===== src/rtl/mult_div_unit_if.sv =====
// ============================================================================
//  Module   : mult_div_unit_if
//  Purpose  : Issue/result bundle between the pipeline and the HI/LO unit.
//  Revision : 1.0 - initial release
// ============================================================================
`default_nettype none

interface mult_div_unit_if #(
  parameter int WIDTH = 32
);
  logic             Start;
  logic [2:0]       MDOp;
  logic [WIDTH-1:0] A;
  logic [WIDTH-1:0] B;
  logic             Busy;
  logic             Done;
  logic [WIDTH-1:0] HI;
  logic [WIDTH-1:0] LO;

  modport master (output Start, MDOp, A, B, input Busy, Done, HI, LO);
  modport slave  (input Start, MDOp, A, B, output Busy, Done, HI, LO);
endinterface

`default_nettype wire


===== src/rtl/mult_div_unit.sv =====
// ============================================================================
//  Module   : mult_div_unit
//  Purpose  : Iterative radix-2 multiply/divide unit holding the HI/LO pair.
//  Revision : 1.0 - initial release
// ============================================================================
`default_nettype none

module mult_div_unit #(
  parameter int WIDTH = 32
) (
  input  logic           clk,
  input  logic           rst,
  mult_div_unit_if.slave bus
);

  localparam int CW = $clog2(WIDTH);

  typedef enum logic [1:0] {
    S_IDLE = 2'd0,
    S_CALC = 2'd1,
    S_FIX  = 2'd2
  } state_e;

  state_e           state_q, state_d;
  logic [CW-1:0]    cnt_q, cnt_d;
  logic [WIDTH-1:0] m_q, m_d;
  logic [WIDTH-1:0] wh_q, wh_d;
  logic [WIDTH-1:0] wl_q, wl_d;
  logic [WIDTH-1:0] hi_q, hi_d;
  logic [WIDTH-1:0] lo_q, lo_d;
  logic             is_div_q, is_div_d;
  logic             neg_q, neg_d;
  logic             rneg_q, rneg_d;
  logic             dz_q, dz_d;
  logic             done_q, done_d;

  logic             op_signed;
  logic [WIDTH-1:0] abs_a, abs_b;
  logic [WIDTH:0]   mul_sum;
  logic [WIDTH:0]   div_sh;
  logic [WIDTH-1:0] div_diff;
  logic             div_ok;
  logic [2*WIDTH-1:0] prod_fix;

  assign op_signed = ~bus.MDOp[0];
  assign abs_a     = (op_signed && bus.A[WIDTH-1]) ? -bus.A : bus.A;
  assign abs_b     = (op_signed && bus.B[WIDTH-1]) ? -bus.B : bus.B;

  // wh/wl hold the partial product (multiply) or remainder/quotient (divide)
  assign mul_sum  = {1'b0, wh_q} + {1'b0, (wl_q[0] ? m_q : '0)};
  assign div_sh   = {wh_q, wl_q[WIDTH-1]};
  assign div_ok   = (div_sh >= {1'b0, m_q});
  assign div_diff = div_sh[WIDTH-1:0] - m_q;
  assign prod_fix = neg_q ? -{wh_q, wl_q} : {wh_q, wl_q};

  always_comb begin
    state_d  = state_q;
    cnt_d    = cnt_q;
    m_d      = m_q;
    wh_d     = wh_q;
    wl_d     = wl_q;
    hi_d     = hi_q;
    lo_d     = lo_q;
    is_div_d = is_div_q;
    neg_d    = neg_q;
    rneg_d   = rneg_q;
    dz_d     = dz_q;
    done_d   = 1'b0;

    case (state_q)
      S_IDLE: begin
        if (bus.Start) begin
          case (bus.MDOp)
            3'b000, 3'b001, 3'b010, 3'b011: begin
              is_div_d = bus.MDOp[1];
              neg_d    = op_signed & (bus.A[WIDTH-1] ^ bus.B[WIDTH-1]);
              rneg_d   = op_signed & bus.A[WIDTH-1];
              dz_d     = (bus.B == '0);
              cnt_d    = '0;
              wh_d     = '0;
              m_d      = bus.MDOp[1] ? abs_b : abs_a;
              wl_d     = bus.MDOp[1] ? abs_a : abs_b;
              state_d  = S_CALC;
            end
            3'b100:  hi_d = bus.A;
            3'b101:  lo_d = bus.A;
            default: ;
          endcase
        end
      end
      S_CALC: begin
        if (is_div_q) begin
          wh_d = div_ok ? div_diff : div_sh[WIDTH-1:0];
          wl_d = {wl_q[WIDTH-2:0], div_ok};
        end else begin
          {wh_d, wl_d} = {mul_sum, wl_q[WIDTH-1:1]};
        end
        cnt_d = cnt_q + CW'(1);
        if (cnt_q == CW'(WIDTH - 1)) state_d = S_FIX;
      end
      S_FIX: begin
        // Divide-by-zero leaves the remainder at |A|; the remainder sign fix restores A
        if (is_div_q) begin
          lo_d = (neg_q && !dz_q) ? -wl_q : wl_q;
          hi_d = rneg_q ? -wh_q : wh_q;
        end else begin
          {hi_d, lo_d} = prod_fix;
        end
        done_d  = 1'b1;
        state_d = S_IDLE;
      end
      default: state_d = S_IDLE;
    endcase
  end

  always_ff @(posedge clk) begin
    if (rst) begin
      state_q  <= S_IDLE;
      cnt_q    <= '0;
      m_q      <= '0;
      wh_q     <= '0;
      wl_q     <= '0;
      hi_q     <= '0;
      lo_q     <= '0;
      is_div_q <= 1'b0;
      neg_q    <= 1'b0;
      rneg_q   <= 1'b0;
      dz_q     <= 1'b0;
      done_q   <= 1'b0;
    end else begin
      state_q  <= state_d;
      cnt_q    <= cnt_d;
      m_q      <= m_d;
      wh_q     <= wh_d;
      wl_q     <= wl_d;
      hi_q     <= hi_d;
      lo_q     <= lo_d;
      is_div_q <= is_div_d;
      neg_q    <= neg_d;
      rneg_q   <= rneg_d;
      dz_q     <= dz_d;
      done_q   <= done_d;
    end
  end

  assign bus.Busy = (state_q != S_IDLE);
  assign bus.Done = done_q;
  assign bus.HI   = hi_q;
  assign bus.LO   = lo_q;

endmodule

`default_nettype wire


===== src/flat_wrapper.sv =====
// flat-port wrapper written by rule: the top's interface ports become plain ports
module mult_div_unit_flat 
#(
  parameter int WIDTH = 32
)
  (clk, rst, bus_Start, bus_MDOp, bus_A, bus_B, bus_Busy, bus_Done, bus_HI, bus_LO);
  mult_div_unit_if #(.WIDTH(WIDTH)) bus_i ();
  input  logic clk;
  input  logic rst;
  input wire logic [$bits(bus_i.Start)-1:0] bus_Start;
  input wire logic [$bits(bus_i.MDOp)-1:0] bus_MDOp;
  input wire logic [$bits(bus_i.A)-1:0] bus_A;
  input wire logic [$bits(bus_i.B)-1:0] bus_B;
  output wire logic [$bits(bus_i.Busy)-1:0] bus_Busy;
  output wire logic [$bits(bus_i.Done)-1:0] bus_Done;
  output wire logic [$bits(bus_i.HI)-1:0] bus_HI;
  output wire logic [$bits(bus_i.LO)-1:0] bus_LO;
  assign bus_i.Start = bus_Start;
  assign bus_i.MDOp = bus_MDOp;
  assign bus_i.A = bus_A;
  assign bus_i.B = bus_B;
  assign bus_Busy = bus_i.Busy;
  assign bus_Done = bus_i.Done;
  assign bus_HI = bus_i.HI;
  assign bus_LO = bus_i.LO;
  mult_div_unit #(.WIDTH(WIDTH)) u_core (.clk(clk), .rst(rst), .bus(bus_i));
endmodule

===== config.mk =====
export PLATFORM = sky130hd
export DESIGN_NAME = mult_div_unit_flat
export DESIGN_NICKNAME = d
export VERILOG_FILES = /design/src/rtl/mult_div_unit_if.sv /design/src/rtl/mult_div_unit.sv /design/src/flat_wrapper.sv
export SDC_FILE = /design/constraint.sdc
export NUM_CORES = 1
export LEC_CHECK = 0
export BUFFER_PORTS_ARGS = -buffer_cell sky130_fd_sc_hd__buf_2
export CORE_MARGIN = 2
export CORE_UTILIZATION = 55
export CTS_CLUSTER_SIZE = 40
export DETAILED_ROUTE_END_ITERATION = 6
export PLACE_DENSITY = 0.75
export SYNTH_ARGS = -nofsm -noshare
export SYNTH_HDL_FRONTEND = slang
export SYNTH_SLANG_ARGS = --single-unit
export TNS_END_PERCENT = 1

===== constraint.sdc =====
create_clock -name clk -period 10.08 [get_ports clk]
set_input_delay 0.504 -clock clk [delete_from_list [all_inputs] [get_ports clk]]
set_output_delay 0.504 -clock clk [all_outputs]
set_load 0.01 [all_outputs]

==> impl_summary.md <==
Detailed routing
The iteration-0 DRC count of the detailed router is 2005. The average wire per standard cell is approximately 21 um. After detailed routing, the total wire length is 50200 um. The via density per instance is ~6.5.

The detail route stage leaves a number of antenna-violating nets equal to 0. For this run, the detailed router's first-pass iteration total came to 7. In the routed design, unresolved DRC markers number 3. The routed via count is approximately 15000.

Status
The run finished, with violations left. The checks that failed: DRC.

Clock tree
The root buffer cell is sky130_fd_sc_hd__clkbuf_16. Buffers inserted to repair hold after CTS numbered 0. In this run, CTS created clock tree buffers numbering 17. TritonCTS built the clock tree.

Once the clock tree was built, the setup fixing pass inserted 0 buffers. The clock latency of the later-clocked register in the worst-skew pair is 0.44 ns. In this run the deepest clock path goes through 2 buffers. The number of gates given a new drive strength after cts is 0.

Clock-pin slew was measured on the worst setup and hold paths at roughly 0.07 ns. Counting every sink on the clock net gives approximately 170. The H-tree level count is 4.

Cells and area
The post-route netlist has a little under an eighth of its cells at a drive strength greater than 1. The number of nets at the end of the flow is approximately 2100. The repair_antennas step left the layout with diodes totalling 0. Leaving out fill and tap cells, the most frequent cells in the layout are sky130_fd_sc_hd__nor2_1 (274), sky130_fd_sc_hd__a21oi_1 (182), sky130_fd_sc_hd__dfxtp_1 (171), sky130_fd_sc_hd__nand2_1 (166), sky130_fd_sc_hd__o21ai_0 (143).

Compared with the post-synthesis result, the final layout area differs by 8.91%. The most frequent standard cell in the layout excluding fill and tap cells is sky130_fd_sc_hd__nor2_1.

Die
The height of the die is 166 um. The I/O pin total is about 140. The initialized floorplan defines 59 standard-cell rows. From left edge to right edge, the die measures about 170 um. The area of the die is ~27000 sq um. In this run the standard cell core region covers between 20000 and 30000 sq um. The effective utilization at floorplan is a little under three fifths.

Worst setup path
STA puts the critical path data required time at 10.41 ns. Tracing the worst setup path back leads to its startpoint at u_core.wh_q[2]. The logic depth of the worst path, buffers included is 12. The worst setup path is of the reg2reg kind.

In this run the worst path has a maximum fanout of 31. STA classifies the critical path endpoint as a flop. Data arrives at the worst endpoint at approximately 4.5 ns. In this run the register-to-register setup slack is approximately 6 ns. The cell family contributing the most delay on the critical path is compound AO/OA/AOI/OAI gates. The critical path capture point is u_core.wh_q[22].

The number of buffer and inverter stages on the critical path is 1. The largest single stage delay on the critical path is 0.64 ns. The signal on the critical path passes through ha_1 > and3_1 > a21oi_1 > a31oi_1 > or3_1 > a221oi_4 > o31ai_1 > a31oi_4 > buf_4 > mux2i_1 > nor2_1 > a221o_1.

The reg-to-reg startpoint is u_core.wh_q[2]. The worst register-to-register path ends at u_core.wh_q[22]. The largest individual stage delay along the critical path comes from the cell sky130_fd_sc_hd__a31oi_4. The depth of the worst register-to-register path is 12. STA classifies the critical path startpoint as a flop.

Power
The power per standard cell area is between 100 and 150 nW/um^2. Overall power consumption after layout is estimated at 1.92 mW. The leakage component of the power is about 6.4 nW. The maximum VDD drop is between 0.0001 and 0.00015 V.

Global routing
The total overflow left after global routing is 0. The initial antenna violation count is 0. The pin count of the biggest net entering global routing is between 70 and 80. Global routing consumed, over all layers together, a little over a third of the routing resources. The global-route wire length before repair is around 77000 um.

The via count of the first global-routing pass is between 10000 and 15000.

Timing
The number of hold violations in the final report came to 0. The fraction of the cycle the final worst path needs is 41.6%. Setup repair after global routing left no endpoint under its margin. The smallest clock period supported by the final layout is computed as approximately 4.2 ns. Setup violations remaining at the end of the flow were counted as 0. The final setup TNS is 0 ns. The final worst clock skew is 0.0122 ns. The final max-slew violation count is 0.

The relative max-transition margin is between 20 and 30%. At the pin with the least slew margin, the transition time is between 1 and 1.5 ns. The maximum operating frequency is ~240 MHz. Across all setup checks in the final design, the least slack found is approximately 6 ns.

Placed design
The number of port buffers is 135. The final weighted congestion of routability-driven global placement is about 0.98. The half-perimeter wire length after detailed placement is around 38000 um. Timing analysis after detailed placement gives a worst setup slack of about 6 ns.

Logic synthesis
Counting distinct cell types in the post-synthesis netlist gives 74. Synthesis handed over a netlist of about 2000 instances. The share of flip-flops with an asynchronous set or reset is 0%. The synthesized design contains 0 enable-type register cells.

After synthesis the netlist holds a flip-flop and latch count of 172. Sequential elements use between 20% and 30% of the synthesized area. The Yosys step of the flow raised 0 warnings. The number of nets handed over by synthesis was roughly 2100. The most common flop cell mapped by yosys is sky130_fd_sc_hd__dfxtp_1. The summed instance area of the synthesized netlist is roughly 14000 sq um. Each instance of the synthesized netlist takes up on average approximately 7.3 sq um.

Worst hold path
The worst hold-check path type is in2reg.

Run
Across the run, the number of max-cap violations was 0.
[sequential cells by signal (all words and copies together), names as in the netlist, 2 cells and up]
signal and count:
u_core.state_q 2, u_core.wl_q 32, u_core.wh_q 32, u_core.m_q 32, u_core.bus.LO 32, u_core.bus.HI 32, u_core.cnt_q 5
[layout make-up]
type | instances | area, sq um
Timing Repair Buffer | 153 | 813
Multi-Input combinational cell | 1589 | 10200
Tap cell | 335 | 419
Clock inverter | 10 | 83.8
Fill cell | 2432 | 10200
Clock buffer | 20 | 457
Inverter | 73 | 274
Sequential cell | 172 | 3440
[stage by stage]
stage	util [%]	cell area (sq um)	hold slack [ns]	instances
finish	60.6	15700	0.389	2352
global route	60.6	15700	0.403	2352
CTS	60.6	15700	0.380	2352
detailed placement	58.5	15100	0.450	2322
global placement	58.5	15100	0.442	2322
floorplan	-	14400	0.432	1967
[where the power goes]
part	total [mW]	switching [mW]	internal, mW
Clock	0.638	0.307	0.331
Sequential	0.742	0.0361	0.706
Combinational	0.537	0.341	0.196
[layer usage]
| metal | vias to the layer above | GRT usage [%] | wire length, um |
|---|---|---|---|
| met4 | 0 | 16.6 | 2460 |
| met2 | 858 | 50.3 | 20300 |
| met3 | 99 | 7.96 | 5930 |
| li1 | 7157 | - | - |
| met1 | 7078 | 49.7 | 21500 |
| met5 | - | 0 | 0 |
[worst register-to-register path: stages, from the launching register on]
cell and delay (ns):
sky130_fd_sc_hd__dfxtp_1 0.50, sky130_fd_sc_hd__ha_1 0.35, sky130_fd_sc_hd__and3_1 0.21, sky130_fd_sc_hd__a21oi_1 0.16, sky130_fd_sc_hd__a31oi_1 0.13, sky130_fd_sc_hd__or3_1 0.45, sky130_fd_sc_hd__a221oi_4 0.39, sky130_fd_sc_hd__o31ai_1 0.20
sky130_fd_sc_hd__a31oi_4 0.64, sky130_fd_sc_hd__buf_4 0.49, sky130_fd_sc_hd__mux2i_1 0.24, sky130_fd_sc_hd__nor2_1 0.06, sky130_fd_sc_hd__a221o_1 0.28
[logic make-up (layout without fill, tap and decap cells)]
logic type	count (synthesis)	in the layout	share of synthesized area, %
AOI/OAI and AO/OA	608	608	26.9
xor gates and xnor gates	175	175	10.7
adders and majority gates	72	72	6.37
buffers and inverters	206	256	5.53
DFF	172	172	24.0
muxes	83	83	5.93
and+or+nand+nor	651	651	20.7
[worst min path at each step]
stage / from / to / cells past startpoint
floorplan: u_core.m_q[13] / u_core.m_q[13] / 2
global placement: u_core.m_q[17] / u_core.m_q[17] / 2
detailed placement: u_core.m_q[17] / u_core.m_q[17] / 2
CTS: bus_A[1] / u_core.bus.HI[1] / 3
global route: bus_A[1] / u_core.bus.HI[1] / 3
finish: bus_A[1] / u_core.bus.HI[1] / 3
[cells in the mapped netlist, drive strengths merged, types with 22 or more instances]
library cell  count  area [sq um]
ha               70           876
xnor2           111           972
clkbuf          108           405
nand3            22           110
xor2             64           561
nand2           166           623
buf              25           115
o211ai           26           195
nor2            275          1030
inv              73           274
nor3             49           245
o21ai           150           762
a211oi           76           571
dfxtp           172          3440
mux2i            66           661
a21oi           182           911
nor4             23           171
Power figures use the tool's default switching activity.
